**src/rtl/add_accumulator.sv**
```systemverilog
`default_nettype none
// ============================================================================
// Module      : add_accumulator
// Description : Registered, flow-controlled accumulation stage placed after
//               the combinational ADD datapath. Sums COUNT unsigned samples
//               per frame. It then holds the frame total and a sticky
//               overflow flag until the consumer takes them.
// Revision    : 1.0 - initial release
// ----------------------------------------------------------------------------
// Parameters
//   DATAWIDTH  width of d and q (matches ADD's DATAWIDTH)
//   COUNT      samples per frame, 1 to 256
// Ports
//   Clk        in   rising-edge clock
//   Rst        in   asynchronous active-low reset
//   clr        in   synchronous frame abort, active-high, highest priority
//   d          in   sample from ADD out
//   in_valid   in   d is valid
//   in_ready   out  stage can accept d this cycle
//   q          out  accumulator register; frame total while out_valid
//   ovf        out  sticky carry-out flag for the current frame
//   out_valid  out  q holds a completed frame total
//   out_ready  in   consumer takes q
//   busy       out  a frame is in progress or held
// Configuration macro
//   ADD_ACCUM_SATURATE_EN  when defined, a carry clamps the accumulator to
//                          all-ones for the rest of the frame; when undefined
//                          the sum wraps modulo 2^DATAWIDTH
// ============================================================================
module add_accumulator #(
    parameter int DATAWIDTH = 8,
    parameter int COUNT     = 4
) (
    input  logic                 Clk,
    input  logic                 Rst,
    input  logic                 clr,
    input  logic [DATAWIDTH-1:0] d,
    input  logic                 in_valid,
    output logic                 in_ready,
    output logic [DATAWIDTH-1:0] q,
    output logic                 ovf,
    output logic                 out_valid,
    input  logic                 out_ready,
    output logic                 busy
);

    // Counter must be able to hold COUNT itself.
    localparam int                c_cnt_w    = $clog2(COUNT + 1);
    localparam logic [c_cnt_w-1:0] c_cnt_one  = c_cnt_w'(1);
    localparam logic [c_cnt_w-1:0] c_cnt_last = c_cnt_w'(COUNT - 1);

    typedef enum logic [1:0] {
        IDLE  = 2'd0,
        ACCUM = 2'd1,
        HOLD  = 2'd2
    } state_t;

    state_t               r_state;
    state_t               w_state_nxt;
    logic [DATAWIDTH-1:0] r_acc;
    logic [DATAWIDTH-1:0] w_acc_nxt;
    logic [c_cnt_w-1:0]   r_cnt;
    logic [c_cnt_w-1:0]   w_cnt_nxt;
    logic                 r_ovf;
    logic                 w_ovf_nxt;

    logic                 w_accept;
    logic [DATAWIDTH:0]   w_sum;
    logic                 w_carry;
    logic [DATAWIDTH-1:0] w_add_res;

    // in_ready depends only on registered state and clr, so it can never form
    // a combinational loop through the producer's valid.
    assign in_ready  = (r_state != HOLD) && !clr;
    assign out_valid = (r_state == HOLD);
    assign busy      = (r_state != IDLE);
    assign q         = r_acc;
    assign ovf       = r_ovf;

    assign w_accept  = in_valid && in_ready;

    // One extra bit captures the carry out of the DATAWIDTH-bit add.
    assign w_sum     = {1'b0, r_acc} + {1'b0, d};
    assign w_carry   = w_sum[DATAWIDTH];

`ifdef ADD_ACCUM_SATURATE_EN
    // Once clamped, any later add carries again (or adds zero), so the
    // accumulator stays at all-ones for the rest of the frame.
    assign w_add_res = w_carry ? {DATAWIDTH{1'b1}} : w_sum[DATAWIDTH-1:0];
`else
    assign w_add_res = w_sum[DATAWIDTH-1:0];
`endif

    always_comb begin
        w_state_nxt = r_state;
        w_acc_nxt   = r_acc;
        w_cnt_nxt   = r_cnt;
        w_ovf_nxt   = r_ovf;

        if (clr) begin
            // Abort wins over accept and transfer; in_ready is already low.
            w_state_nxt = IDLE;
            w_acc_nxt   = '0;
            w_cnt_nxt   = '0;
            w_ovf_nxt   = 1'b0;
        end else begin
            case (r_state)
                IDLE: begin
                    if (w_accept) begin
                        w_acc_nxt   = d;
                        w_ovf_nxt   = 1'b0;
                        w_cnt_nxt   = c_cnt_one;
                        w_state_nxt = (COUNT == 1) ? HOLD : ACCUM;
                    end
                end
                ACCUM: begin
                    if (w_accept) begin
                        w_acc_nxt = w_add_res;
                        w_ovf_nxt = r_ovf | w_carry;
                        w_cnt_nxt = r_cnt + c_cnt_one;
                        if (r_cnt == c_cnt_last) begin
                            w_state_nxt = HOLD;
                        end
                    end
                end
                HOLD: begin
                    if (out_ready) begin
                        w_state_nxt = IDLE;
                        w_acc_nxt   = '0;
                        w_cnt_nxt   = '0;
                        w_ovf_nxt   = 1'b0;
                    end
                end
                default: begin
                    w_state_nxt = IDLE;
                    w_acc_nxt   = '0;
                    w_cnt_nxt   = '0;
                    w_ovf_nxt   = 1'b0;
                end
            endcase
        end
    end

    always_ff @(posedge Clk or negedge Rst) begin
        if (!Rst) begin
            r_state <= IDLE;
        end else begin
            r_state <= w_state_nxt;
        end
    end

    always_ff @(posedge Clk or negedge Rst) begin
        if (!Rst) begin
            r_acc <= '0;
            r_cnt <= '0;
            r_ovf <= 1'b0;
        end else begin
            r_acc <= w_acc_nxt;
            r_cnt <= w_cnt_nxt;
            r_ovf <= w_ovf_nxt;
        end
    end

endmodule
`default_nettype wire
```
**config.mk**
```make
export PLATFORM = sky130hd
export DESIGN_NAME = add_accumulator
export DESIGN_NICKNAME = d
export VERILOG_FILES = /design/src/rtl/add_accumulator.sv
export SDC_FILE = /design/constraint.sdc
export NUM_CORES = 1
export LEC_CHECK = 0
export CAP_MARGIN = 5
export CORE_ASPECT_RATIO = 0.7
export CORE_MARGIN = 10
export CORE_UTILIZATION = 51
export CTS_CLUSTER_DIAMETER = 120
export DETAILED_ROUTE_END_ITERATION = 8
export PLACE_DENSITY_LB_ADDON = 0.3
export SLEW_MARGIN = 20
export SYNTH_ARGS = -nofsm -noshare
export SYNTH_HDL_FRONTEND = slang
export SYNTH_SLANG_ARGS = --single-unit
```
**constraint.sdc**
```tcl
create_clock -name Clk -period 5.2 [get_ports Clk]
set_clock_uncertainty 0.1 [all_clocks]
set_input_delay 1.04 -clock Clk [delete_from_list [all_inputs] [get_ports Clk]]
set_output_delay 1.04 -clock Clk [all_outputs]
set_load 0.01 [all_outputs]
```
== Word level (Yosys, flattened, before mapping) ==
Cells that the tools add are included.
Cells by class
  add/sub/neg operators: 2
  eq/ne operators: 8
  mux-type cells: 21
  bitwise operators: 1
  reductions and logical operators: 7
Operators by type and width (number)
  $mux W8: 4
  $pmux W8 S3: 1
  $mux W3: 4
  $mux W2: 5
  $add A8 B8 Y9: 1
  $ne A3 B3 Y1 const B: 3
  $pmux W3 S3: 1
  $pmux W2 S3: 1
  $mux W1: 4
  $reduce_and A4 Y1: 1
  $add A3 B1 Y3 const B: 1
  $eq A3 B2 Y1 const B: 1
  $ne A3 B2 Y1 const B: 1
  $pmux W1 S3: 1
  $reduce_and A3 Y1: 1
  $eq A2 B1 Y1 const B: 1
  $eq A2 B2 Y1 const B: 1
  $logic_and A1 B1 Y1: 2
  $logic_not A2 Y1: 1
  $ne A2 B2 Y1 const B: 1
  $reduce_bool A2 Y1: 1
  $logic_not A1 Y1: 1
  $or A1 B1 Y1: 1
Storage, ports and cells
  bits in registers: 14
  input port bits: 13
  output and inout port bits: 12
  logic and storage cells: 43

== Longest topological paths before layout ==
  depth after elaboration: 6
  gate-level depth with buffers: 7
  mapped depth without buffers: 7

== Least setup slack after synthesis ==
OpenSTA, ideal clock, no wires.
  kind: input-to-reg
  from: in d[0]
  to: reg r_acc[6], in the netlist q[6]
  library setup time: 0.142 ns
  data arrival time: 2.582 ns
  required time: 4.958 ns
  slack: 2.377 ns
  stages on the path: 7
  buffers on the path: 0
  cell sequence: ha_1 -> fa_1 -> a21o_1 -> a311o_1 -> a21oi_1 -> xor2_1 -> a31oi_1
Between the ends
  longest elaborated chain between the ends: 4
Ends and longest elaborated chain
  start, declared: line 37  | input logic [DATAWIDTH-1:0] d,
  $add A8 B8 Y9: line 83  | assign w_sum = {1'b0, r_acc} + {1'b0, d};
  $mux W8: line 117  | if (w_accept) begin
  $pmux W8 S3: line 107  | case (r_state)
  $mux W8: line 100  | if (clr) begin
  end signal, assigned: line 158  | r_acc <= w_acc_nxt;
  end, declared: line 60  | logic [DATAWIDTH-1:0] r_acc;
No other way between the ends. The select of a mux whose other input is x is not followed.
A chain may end at the register's enable or synchronous reset.

== Final worst setup path ==
  from: in clr
  to: out in_ready
Between the ends
  longest elaborated chain between the ends: 2
Ends and longest elaborated chain
  start, declared: line 36  | input logic clr,
  $logic_not A1 Y1: line 74  | assign in_ready = (r_state != HOLD) && !clr;
  $logic_and A1 B1 Y1: line 74
  end, declared: line 39  | output logic in_ready,
No other way between the ends.

==> results.md <==
* P&R area growth vs syn at 27.3%
* RSZ-0062 raised after global routing: no
* Critical R2R Launch: q[0]
* Grt ovf at 0
* Status: completed
* Initial antenna violation count at 0
* Placed inst area at 1230 sq um
* Final instance area at 1250 sq um
* Cell taking the most area after synthesis: dfrtp_1
* Max-cap viol count at 0
* Worst skew pair latency at 290 ps
* Global-route wire length before repair at 4000 um
* Global-route usage over all layers at 0.120
* Worst VDD drop at 0.000178 V
* Clock sink count at 14
* Row count at 13
* Crit share post-route at 0.653
* # nets final at 154
* CTS H-tree lvls at 1
* Clock buffer depth at 2
* Lkg Pwr at 0.544 nW
* Io pins at 25
* P_sw at 0.0901 mW
* Post-route DRC violation count at 0
* Setup Viol. Count Final at 0
* Area of the multi-input gates at 594 sq um
* Post-CTS Setup Bufs at 0
* Most common cell after layout, fill and taps aside: clkdlybuf4s50_1
* Largest net degree at the start of global routing at 16
* Die Y at 56.7 um
* Initial core utilization at 0.534
* Tightest Pin Transition at 653 ps
* Synthesized cell area at 982 sq um
* Root Buffer Master: clkbuf_4
* Logic pwr share at 0.338
* Die width at 72.5 um
* Netlist cell types at 33
* Internal at 0.194 mW
* Worst Hold Class: reg2reg
* Via density at 5.81
* Setup crit start: clr
* Area of the die at 4110 sq um
* Final hold violation count at 0
* Share of layout cells above drive strength 1 at 0.0703
* Post-cts resize count at 0
* Area contributors post-synth: dfrtp_1 (36%), ha_1 (13%), o21ai_0 (5.6%)
* Clock power share at 0.217
* Num CTS Buffers at 3
* Post-layout util at 0.680
* Synth top area share at 0.357
* Post-DP HPWL at 1870 um
* Worst-path maximum fanout at 7
* Mean Syn Cell Area at 9.44 sq um
* Critical path endpoint category: primary output
* Drt pass-1 iters at 4
* Vias in the first global route at 842
* CP Launch Type: primary input
* TritonCTS clock tree: yes
* Ys Warns at 0
* Sw Ratio at 0.317
* Number of port buffers at 24
* Placer Congestion at 0.842
* Max-slew violations at 0
* Most frequent cells in the layout: clkdlybuf4s50_1 (24), dfrtp_1 (14), o21ai_0 (11), ha_1 (10)
* Mapped Nets at 128
* Final wirelength at 2390 um
* TNS Setup at 0 ps
* Post-synthesis instance total at 104
* Synthesis-stage register bit count at 14
* PD cells at 227 nW/um^2
* Reg power frac at 0.444
* DRT iter0 DRCs at 52
* Achievable Freq at 295 MHz
* Ant. Diodes at 0
* Register area at 350 sq um
* Area of the core at 1840 sq um
* Critical path arrival at 2250 ps
* ANT nets after route at 0
* Vias at 872
* CP required at 4060 ps
* Wire per inst at 15.9 um
* Headroom to the max-slew limit at 0.563
* Worst Min Path Start: r_cnt[1]
* Worst-path clk slew at 70 ps
* Share of the yosys chip area belonging to registers at 0.357
* Hold_buf cts at 0
* Layout fillers at 171
* Tmin final at 3390 ps
* Setup Crit Path Kind: in2out
through the flow:
step	instances	power (mW)	hold slack, ps	setup slack (ps)
2_1_floorplan	104	0.184	349	2380
3_3_place_gp	147	0.221	366	1830
3_5_place_dp	147	0.225	382	1800
4_1_cts	150	0.289	401	1800
5_1_grt	150	0.305	439	1740
6_report	150	0.284	394	1810
Yosys cell counts:
master     n
clkbuf_1   1
o21ai_1    1
xor2_1     4
dfrtp_1   14
buf_6      1
o41ai_1    2
buf_4      1
a21oi_1    8
fa_1       1
o21ba_2    1
nand2b_1   1
inv_1      4
or2_1      1
xnor2_1    1
o21ai_0   11
ha_1      10
nor2b_4    1
nand3_1    1
o221ai_2   1
nor2_1     9
a21o_1     2
a311o_1    2
or3_4      1
or2_2      1
nor3_1     1
a31oi_1    3
mux2i_1    2
a22oi_1    3
and2_1     1
nand2_1    9
a211oi_1   3
nor2_2     1
a221o_1    1
per-layer routing:
layer | vias to the layer above | wire (um) | GRT usage
met1 | 413 | 1090 | 0.142
li1 | 434 | - | -
met3 | 4 | 208 | 0.0561
met5 | - | 0 | 0
met4 | 0 | 25 | 0.0351
met2 | 21 | 1070 | 0.189
worst paths after layout:
path                               to  slack, ps  cells after the start
max                          in_ready       1810                      3
max in group asynchronous        q[7]       3530                      1
max reg2reg                      q[6]       2900                      7
min reg2reg                  r_cnt[1]        390                      2
min in group asynchronous  r_state[1]       1050                      1
min                          r_cnt[1]        390                      2
registers in the layout, indices dropped and copies added, names as in the netlist:
| register | count |
|---|---|
| q | 8 |
| r_cnt | 3 |
| r_state | 2 |
| ovf | 1 |
power by group through the flow:
| stage | clock network [mW] | logic (mW) | registers (mW) |
|---|---|---|---|
| floorplan | 0 | 0.0555 | 0.128 |
| global placement | 0 | 0.0934 | 0.127 |
| detailed placement | 0 | 0.0961 | 0.128 |
| CTS | 0.0661 | 0.0968 | 0.126 |
| global route | 0.0701 | 0.107 | 0.128 |
| finish | 0.0617 | 0.0961 | 0.126 |
worst max-delay path: stages:
cell	delay [ps]
clkdlybuf4s50_1	530
nor2_1	140
clkdlybuf4s50_1	540
final cells by class:
type                       count  area share
clock buffer                   3      0.0180
sequential                    14       0.280
tap                           22      0.0220
inverter                       4      0.0120
multi-input combinational     83       0.475
timing repair buffer          24       0.192
kinds of logic (layout without fill, tap and decap cells):
| logic type | after synthesis | in the layout | share of synthesized area |
|---|---|---|---|
| DFF | 14 | 14 | 0.357 |
| muxes | 2 | 2 | 0.0204 |
| adders and majority gates | 11 | 11 | 0.148 |
| xor gates and xnor gates | 5 | 5 | 0.0446 |
| buffers and inverters | 7 | 31 | 0.0382 |
| AOI/OAI and AO/OA | 38 | 38 | 0.256 |
| and+or+nand+nor | 27 | 27 | 0.136 |
Note: power is estimated with default switching activity, not from simulation.
